--- src/rtl/hwpe_stream_tcdm_rr_arbiter.sv ---
// hwpe_stream_tcdm_rr_arbiter
// Shares one TCDM master port between NB_IN HWPE requesters.
// Requests are selected round-robin through a combinational path. Every granted
// transaction is tracked in a fixed-latency pipeline so that r_valid is steered
// back to the requester that issued it.
// Optional feature: define HWPE_STREAM_ARB_BURST_LOCK_EN to let a requester keep
// the port for up to MAX_BURST consecutive grants.
module hwpe_stream_tcdm_rr_arbiter #(
    parameter int unsigned NB_IN        = 4,
    parameter int unsigned RESP_LATENCY = 1,
    parameter int unsigned MAX_BURST    = 4,
    parameter int unsigned ADDR_WIDTH   = 32,
    parameter int unsigned DATA_WIDTH   = 32
) (
    input  logic                                  clk_i,
    input  logic                                  rst_ni,
    input  logic                                  clear_i,
    // requester ports
    input  logic [NB_IN-1:0]                      i_in_req,
    output logic [NB_IN-1:0]                      o_in_gnt,
    input  logic [NB_IN-1:0][ADDR_WIDTH-1:0]      i_in_add,
    input  logic [NB_IN-1:0]                      i_in_wen,
    input  logic [NB_IN-1:0][DATA_WIDTH/8-1:0]    i_in_be,
    input  logic [NB_IN-1:0][DATA_WIDTH-1:0]      i_in_data,
    output logic [NB_IN-1:0][DATA_WIDTH-1:0]      o_in_r_data,
    output logic [NB_IN-1:0]                      o_in_r_valid,
    // shared TCDM port
    output logic                                  o_out_req,
    input  logic                                  i_out_gnt,
    output logic [ADDR_WIDTH-1:0]                 o_out_add,
    output logic                                  o_out_wen,
    output logic [DATA_WIDTH/8-1:0]               o_out_be,
    output logic [DATA_WIDTH-1:0]                 o_out_data,
    input  logic [DATA_WIDTH-1:0]                 i_out_r_data,
    input  logic                                  i_out_r_valid,
    // sticky response-tracking error
    output logic                                  err_o
);

    localparam int unsigned PTR_W = (NB_IN > 1) ? $clog2(NB_IN) : 1;

    logic [PTR_W-1:0]                    r_ptr;
    logic [PTR_W-1:0]                    w_winner;
    logic [PTR_W-1:0]                    w_winner_inc;
    logic [PTR_W-1:0]                    w_ptr_next;
    logic                                w_found;
    logic                                w_hs;
    int unsigned                         w_scan_idx;
    logic [RESP_LATENCY-1:0]             r_pipe_valid;
    logic [RESP_LATENCY-1:0][PTR_W-1:0]  r_pipe_idx;
    logic                                w_tail_valid;
    logic [PTR_W-1:0]                    w_tail_idx;
    logic                                r_err;

    // Pick the first requester found scanning from the priority pointer upward, wrapping at NB_IN.
    always_comb begin
        w_winner   = r_ptr;
        w_found    = 1'b0;
        w_scan_idx = 0;
        for (int k = 0; k < int'(NB_IN); k++) begin
            w_scan_idx = (32'(r_ptr) + 32'(k)) % NB_IN;
            if (!w_found && i_in_req[w_scan_idx]) begin
                w_winner = PTR_W'(w_scan_idx);
                w_found  = 1'b1;
            end
        end
    end

    assign w_hs         = o_out_req & i_out_gnt;
    assign w_winner_inc = (w_winner == PTR_W'(NB_IN - 1)) ? '0 : w_winner + PTR_W'(1);

    // Steer the winner's request fields onto the shared port and return the grant only to it.
    always_comb begin
        o_out_req  = |i_in_req;
        o_out_add  = i_in_add[w_winner];
        o_out_wen  = i_in_wen[w_winner];
        o_out_be   = i_in_be[w_winner];
        o_out_data = i_in_data[w_winner];
        o_in_gnt   = '0;
        o_in_gnt[w_winner] = o_out_req & i_out_gnt;
    end

`ifdef HWPE_STREAM_ARB_BURST_LOCK_EN
    localparam int unsigned BCNT_W = (MAX_BURST > 1) ? $clog2(MAX_BURST) : 1;

    logic [BCNT_W-1:0] r_bcnt;
    logic              w_burst_keep;

    assign w_burst_keep = i_in_req[w_winner] && ((32'(r_bcnt) + 32'd1) < MAX_BURST);
    assign w_ptr_next   = w_burst_keep ? w_winner : w_winner_inc;

    // Count consecutive grants of the current winner; restart once the burst ends or the winner goes idle.
    always_ff @(posedge clk_i or negedge rst_ni) begin
        if (!rst_ni) begin
            r_bcnt <= '0;
        end else if (clear_i) begin
            r_bcnt <= '0;
        end else if (w_hs) begin
            r_bcnt <= w_burst_keep ? r_bcnt + BCNT_W'(1) : '0;
        end else if (!i_in_req[w_winner]) begin
            r_bcnt <= '0;
        end
    end
`else
    assign w_ptr_next = w_winner_inc;
`endif

    // Advance the priority pointer past the winner after each accepted request; a clear restarts at 0.
    always_ff @(posedge clk_i or negedge rst_ni) begin
        if (!rst_ni) begin
            r_ptr <= '0;
        end else if (clear_i) begin
            r_ptr <= '0;
        end else if (w_hs) begin
            r_ptr <= w_ptr_next;
        end
    end

    // Shift {valid, idx} of every cycle's grant down a non-stalling pipeline towards the response slot.
    always_ff @(posedge clk_i or negedge rst_ni) begin
        if (!rst_ni) begin
            r_pipe_valid <= '0;
            r_pipe_idx   <= '0;
        end else begin
            r_pipe_idx[0] <= w_winner;
            for (int s = 1; s < int'(RESP_LATENCY); s++) begin
                r_pipe_idx[s] <= r_pipe_idx[s-1];
            end
            if (clear_i) begin
                r_pipe_valid <= '0;
            end else begin
                r_pipe_valid[0] <= w_hs;
                for (int s = 1; s < int'(RESP_LATENCY); s++) begin
                    r_pipe_valid[s] <= r_pipe_valid[s-1];
                end
            end
        end
    end

    assign w_tail_valid = r_pipe_valid[RESP_LATENCY-1];
    assign w_tail_idx   = r_pipe_idx[RESP_LATENCY-1];

    // Route a response only when it lines up with a tracked grant; data is broadcast to everyone.
    always_comb begin
        o_in_r_valid = '0;
        o_in_r_data  = '0;
        for (int i = 0; i < int'(NB_IN); i++) begin
            o_in_r_valid[i] = i_out_r_valid & w_tail_valid & (w_tail_idx == PTR_W'(i));
            o_in_r_data[i]  = i_out_r_data;
        end
    end

    // Latch an error whenever a response appears without a tracked grant or a tracked grant gets none.
    always_ff @(posedge clk_i or negedge rst_ni) begin
        if (!rst_ni) begin
            r_err <= 1'b0;
        end else if (clear_i) begin
            r_err <= 1'b0;
        end else if (i_out_r_valid != w_tail_valid) begin
            r_err <= 1'b1;
        end
    end

    assign err_o = r_err;

endmodule

--- config.mk ---
export PLATFORM = sky130hd
export DESIGN_NAME = hwpe_stream_tcdm_rr_arbiter
export DESIGN_NICKNAME = d
export VERILOG_FILES = /design/src/rtl/hwpe_stream_tcdm_rr_arbiter.sv
export SDC_FILE = /design/constraint.sdc
export NUM_CORES = 1
export LEC_CHECK = 0
export CAP_MARGIN = 0
export CELL_PAD_IN_SITES_DETAIL_PLACEMENT = 0
export CELL_PAD_IN_SITES_GLOBAL_PLACEMENT = 1
export CORE_AREA = 4 4 200 202
export DETAILED_ROUTE_END_ITERATION = 16
export DIE_AREA = 0 0 204 206
export PLACE_DENSITY_LB_ADDON = 0.1
export RECOVER_POWER = 25
export SKIP_CTS_REPAIR_TIMING = 1
export SYNTH_ARGS = -nofsm -noshare
export SYNTH_HDL_FRONTEND = slang
export SYNTH_SLANG_ARGS = --single-unit
--- constraint.sdc ---
create_clock -name clk_i -period 2.5 [get_ports clk_i]
set_clock_uncertainty 0.1 [all_clocks]
set_input_delay 0.25 -clock clk_i [delete_from_list [all_inputs] [get_ports clk_i]]
set_output_delay 0.25 -clock clk_i [all_outputs]
set_load 0.02 [all_outputs]
==> results of run 1 <==
cell usage after synthesis:
| cell type | n | area [µm²] |
|---|---|---|
| a2bb2oi_2 | 1 | 15.0 |
| dfrtp_1 | 6 | 150 |
| a21oi_1 | 2 | 10.0 |
| nor3_1 | 1 | 5.00 |
| nor3b_1 | 2 | 15.0 |
| ha_1 | 4 | 50.1 |
| nor2b_1 | 4 | 25.0 |
| buf_2 | 1 | 5.00 |
| or3_1 | 1 | 6.26 |
| buf_8 | 1 | 15.0 |
| and3b_1 | 1 | 8.76 |
| buf_4 | 135 | 1010 |
| buf_6 | 1 | 11.3 |
| nor3b_2 | 1 | 12.5 |
| a2bb2oi_1 | 1 | 8.76 |
| nand2_1 | 6 | 22.5 |
| clkbuf_4 | 6 | 45.0 |
| mux2i_1 | 207 | 2070 |
| or2_2 | 1 | 6.26 |
| or2_1 | 1 | 6.26 |
| inv_1 | 2 | 7.51 |
| a2111oi_0 | 1 | 8.76 |
| nor2_1 | 9 | 33.8 |
| nor3_2 | 1 | 10.0 |
| and3_1 | 4 | 25.0 |
| buf_12 | 8 | 160 |
logic make-up (layout without fill, tap and decap cells):
kind of cell	Yosys count	in the layout	share of synthesized area
adders and majority gates	4	4	0.0134
DFF	6	6	0.0401
buffers and inverters	154	438	0.335
AOI/OAI and AO/OA	5	5	0.0113
other	0	2	0
muxes	207	207	0.553
and+or+nand+nor	32	32	0.0471
flip-flops by register name (all words and copies together), names as in the netlist:
name and flops:
r_pipe_idx 2, r_ptr 2, err_o 1, r_pipe_valid 1
metrics by stage:
step | TNS [ns] | utilization
floorplan | 0 | -
global placement | -42.12 | 0.191
detailed placement | -39.19 | 0.191
CTS | -40.68 | 0.193
global route | -5.17 | 0.204
finish | -0.337 | 0.204
worst max-delay path, cell delays in order (launching register included):
cell and delay, ns:
dfrtp_1 0.39, buf_6 0.13, nor3b_4 0.24, a2bb2oi_4 0.19
buf_12 0.13, buf_12 0.11, buf_12 0.13, buf_12 0.14
mux2i_2 0.22, mux2i_1 0.11, buf_4 0.17
worst max path at each step:
| stage | start | slack (ns) | end | depth (start not counted) |
|---|---|---|---|---|
| 2_1_floorplan | r_ptr[1] | 0.39 | r_ptr[1] | 8 |
| 3_5_place_dp | i_in_req[2] | -0.65 | o_out_data[4] | 9 |
| 3_3_place_gp | i_in_req[2] | -0.63 | o_out_data[17] | 8 |
| 4_1_cts | i_in_req[2] | -0.69 | o_out_data[4] | 9 |
| 6_report | r_ptr[1] | -0.05 | o_out_be[0] | 10 |
| 5_1_grt | r_ptr[0] | -0.15 | o_out_be[2] | 10 |
power groups by stage:
stage	Combinational (mW)	Clock (mW)	Sequential, mW
after floorplan	1.46	0	0.119
after global placement	2.41	0	0.119
after detailed placement	2.40	0	0.119
after CTS	2.42	0.261	0.118
after global routing	2.74	0.274	0.122
final	2.57	0.257	0.120
routing by layer:
| layer | vias to the layer above | track usage |
|---|---|---|
| met2 | 224 | 0.171 |
| met5 | - | 0 |
| met4 | 0 | 0.0175 |
| met3 | 26 | 0.0281 |
| met1 | 1745 | 0.0803 |
| li1 | 1893 | - |
layout make-up:
cell class / count / area (µm²) / area share
repair buffers: 433 / 4390 / 0.562
multi-input cells: 248 / 2530 / 0.324
well taps: 518 / 648 / 0.0829
flip-flops and latches: 6 / 151 / 0.0194
clock buffers: 3 / 75.1 / 0.00961
inverters: 2 / 7.51 / 0.000961
diodes: 2 / 5.00 / 0.000640
==> impl_metrics.ini, run 1 <==
[global_routing]
gr-total-overflow = 0
grt_max_degree = 21
antenna_found_initial = 2
grt_pass1_vias = 4304
grt_usage = 0.0836
grt_pass1_wl_um = 27000

[route]
ant_nets = 0
met2WireLength_um = 11900
wl_met3_um = 1680
highest_layer = met4
wl_per_cell_um = 17.4
wl_met1_um = 7250
drt_wl_total_um = 21100
drc_errors = 0
vias_per_cell = 3.21
drt_iter0_drc = 54
vias = 3888
drt_pass1_iterations = 4

[floorplan]
fp.dieW_um = 204
design.die.area_um2 = 42000
rows = 72
fp.dieH_um = 206
core_area_um2 = 38300
ios = 524
start_util = 0.0979

[timing]
slew_headroom = 0.823
setup-violations-final = 16
slew_violations = 0
finalHoldViolations = 0
post-route-worst-setup-slack_ns = -0.0491
holdWs_ns = 0.163
rsz0062_at_grt = yes
period_needed_ns = 2.55
finalCritPeriodShare = 1.02
timing.fmax_mhz = 392
worstMarginPinSlew_ns = 0.264

[power]
comb_power_share = 0.872
switching_share = 0.397
p_int_mw = 1.78
p_sw_mw = 1.17
leakagePower_nw = 3.40
p_total_mw = 2.95
p_seq_frac = 0.041
cellPowerDensity_nw_per_um2 = 377
ir_worst_vdd_mv = 0.122
power_frac_clock = 0.087

[cts]
clock_path_buffers = 2
cts_tree = yes
clk_pin_slew_ns = 0.03
cts_buffers = 3
insertion_delay_ns = 0.23
htreeDepth = 1
cts_sinks = 6
cts-root-buf = clkbuf_16

[status]
run_status = finished, violations left
violations = setup timing

[setup_path]
r2r_start = r_ptr[1]
critPathKind = flip-flop to output pin
path_max_fanout = 7
cp.arrival_ns = 2.20
reg2reg_to = r_ptr[0]
start_kind = flip-flop
r2r_slack_ns = 0.28
crit_required_ns = 2.15
ff2ff_path_depth = 8
worst_setup_path_end_kind = output pin

[placed_design]
io_buffers = 363
post-place-ws_ns = -0.654
placed_area_um2 = 7300
place_inst = 1182
gp_congestion = 0.784
dpl.hpwl_um = 17700

[layout]
final_common_cell = clkdlybuf4s50_1
synthToLayoutAreaGrowth_pct = 108
layout_common_cells = clkdlybuf4s50_1, mux2i_1, buf_4, buf_2, mux2i_2
fin_area_um2 = 7820
layout-drive-gt1-share = 0.263
fillers = 4229
final_nets = 1015
instances_no_fill = 1212

[synthesis]
synth.distinct_cells = 26
syn_nets = 729
synth_warnings = 0
ys_ff_latch = 6
netlist_area_um2 = 3750
syn_area_per_cell_um2 = 9.19
syn_inst = 408
yosysSeqAreaShare = 0.0401

[hold_path]
hold_path.class = input port to asynchronous set/reset pin

[job]
maxCapViolations = 0
Power figures use the tool's default switching activity.
==> run 2: changes to the inputs <==
--- a/config.mk
+++ b/config.mk
@@ -14,6 +14,7 @@
 export PLACE_DENSITY_LB_ADDON = 0.1
 export RECOVER_POWER = 25
 export SKIP_CTS_REPAIR_TIMING = 1
+export SLEW_MARGIN = 10
 export SYNTH_ARGS = -nofsm -noshare
 export SYNTH_HDL_FRONTEND = slang
 export SYNTH_SLANG_ARGS = --single-unit
==> results of run 2 <==
Same layout as run 1: the final DEF is identical, and so are final timing and power.
==> run 3: changes to the inputs <==
--- a/config.mk
+++ b/config.mk
@@ -6,7 +6,7 @@
 export NUM_CORES = 1
 export LEC_CHECK = 0
 export CAP_MARGIN = 0
-export CELL_PAD_IN_SITES_DETAIL_PLACEMENT = 0
+export CELL_PAD_IN_SITES_DETAIL_PLACEMENT = 1
 export CELL_PAD_IN_SITES_GLOBAL_PLACEMENT = 1
 export CORE_AREA = 4 4 200 202
 export DETAILED_ROUTE_END_ITERATION = 16
==> run 3 against run 2 <==
  * The flow still finishes with violations (setup timing)
  * Combinational power down 4%
  * Maximum frequency up 1.6%
  * Die area unchanged
  * Register-to-register slack better by 0.04 ns
  * Sequential power about the same
  * Design area down 2.4%
  * Setup slack better by 0.040 ns
  * Non-clock buffer count down 9
  * Power down 3.0%
  * Critical path type unchanged
  * Largest cell class unchanged
==> impl_metrics.ini, run 3 (synthesized netlist as in run 1, its figures left out) <==
[layout]
layout-drive-gt1-share = 0.245
multi_input_area_um2 = 2500
final_common_cell = clkdlybuf4s50_1
final_nets = 1006
biggestRegsByFlops = r_pipe_idx x2, r_ptr x2
fillers = 4430
seq_area_um2 = 150
layout_common_cells = clkdlybuf4s50_1, mux2i_1, buf_2, buf_4, mux2i_2
synthToLayoutAreaGrowth_pct = 104

[global_routing]
grt_usage = 0.0867
grt_pass1_wl_um = 28200
grt_pass1_vias = 4497
grt_max_degree = 21
gr-total-overflow = 0
antenna_found_initial = 2

[status]
violations = setup timing
run_status = finished, violations left

[route]
drt_wl_total_um = 21600
drc_errors = 0
vias = 3946
ant_nets = 0
drt_pass1_iterations = 4
vias_per_cell = 3.28
wl_per_cell_um = 18.0
drt_iter0_drc = 62

[timing]
slew_violations = 0
finalCritPeriodShare = 1.00
worstMarginPinSlew_ns = 0.286
finalHoldViolations = 0
slew_headroom = 0.809
timing.fmax_mhz = 398
fin_tns_setup_ns = -0.0392
period_needed_ns = 2.51
post-route-worst-setup-slack_ns = -0.00942
setup-violations-final = 7
rsz0062_at_grt = yes

[setup_path]
critPathKind = flip-flop to output pin
cp.arrival_ns = 2.16
path_max_fanout = 7
worst_setup_path_end_kind = output pin
ff2ff_path_depth = 8
start_kind = flip-flop
crit_required_ns = 2.15

[cts]
clk_pin_slew_ns = 0.03
htreeDepth = 1
clock_path_buffers = 2
cts-root-buf = clkbuf_16
insertion_delay_ns = 0.23
cts_sinks = 6
cts_buffers = 3
cts_tree = yes

[power]
leakagePower_nw = 3.34
p_total_mw = 2.86
cellPowerDensity_nw_per_um2 = 375
ir_worst_vdd_mv = 0.120

[placed_design]
io_buffers = 363
gp_congestion = 0.784
dpl.hpwl_um = 18300

[floorplan]
design.die.area_um2 = 42000
rows = 72
fp.dieH_um = 206
ios = 524
core_area_um2 = 38300
start_util = 0.0979
fp.dieW_um = 204

[hold_path]
hold_path.class = input port to asynchronous set/reset pin

[job]
maxCapViolations = 0
==> run 3: changes by cell type in the layout (fill, tap and decap cells not counted), moves of 2 or more <==
cell	before	now
clkbuf_16	13	11
buf_16	1	4
and3_1	2	4
buf_2	35	46
buf_12	16	11
buf_4	59	39
and3_4	2	0
buf_6	12	7
clkbuf_2	2	9
==> run 3: final cells by class <==
cell class,instances,share of cell area
diodes,2,0.000656
clock buffers,3,0.00984
inverters,2,0.000984
multi-input cells,248,0.328
flip-flops and latches,6,0.0197
well taps,518,0.0850
repair buffers,424,0.556
==> run 3: routing by layer <==
layer	track usage	share of wire
met5	0	0
met4	0.0148	0.010
met3	0.0295	0.086
met2	0.182	0.57
met1	0.0812	0.33
==> run 3: power breakdown <==
part | switching (mW) | internal, mW
logic | 1.10 | 1.38
registers | 0.00968 | 0.109
clock network | 0.0505 | 0.205
total | 1.16 | 1.70
==> run 3: stage by stage <==
| step | utilization | cell area (µm²) | cells | setup WS (ns) | hold slack [ns] |
|---|---|---|---|---|---|
| after floorplan | - | 3750 | 408 | 0.394 | -0.146 |
| after global placement | 0.191 | 7300 | 1182 | -0.634 | 0.386 |
| after detailed placement | 0.191 | 7300 | 1182 | -0.617 | 0.400 |
| after CTS | 0.193 | 7370 | 1185 | -0.639 | 0.182 |
| after global routing | 0.199 | 7630 | 1203 | -0.142 | 0.184 |
| final | 0.199 | 7630 | 1203 | -0.00942 | 0.170 |
==> run 3: final timing paths <==
kind	from	endpoint	slack, ns
worst max-delay path	r_ptr[1]	o_out_be[0]	-0.009
worst min-delay path	rst_ni	r_pipe_idx[1]	0.17
worst max register to register	r_ptr[0]	r_ptr[0]	0.32
worst min register to register	err_o	err_o	0.39
max in group asynchronous	rst_ni	r_ptr[1]	1.91
min in group clk_i	err_o	err_o	0.39
==> run 3: worst max-delay path, cell delays in order, from the launching register on <==
cell and delay, ns:
dfrtp_1 0.40, buf_6 0.14, nor3_4 0.21, a2bb2oi_4 0.20
buf_12 0.16, buf_16 0.15, buf_12 0.14, mux2i_2 0.24
mux2i_1 0.10, buf_2 0.17
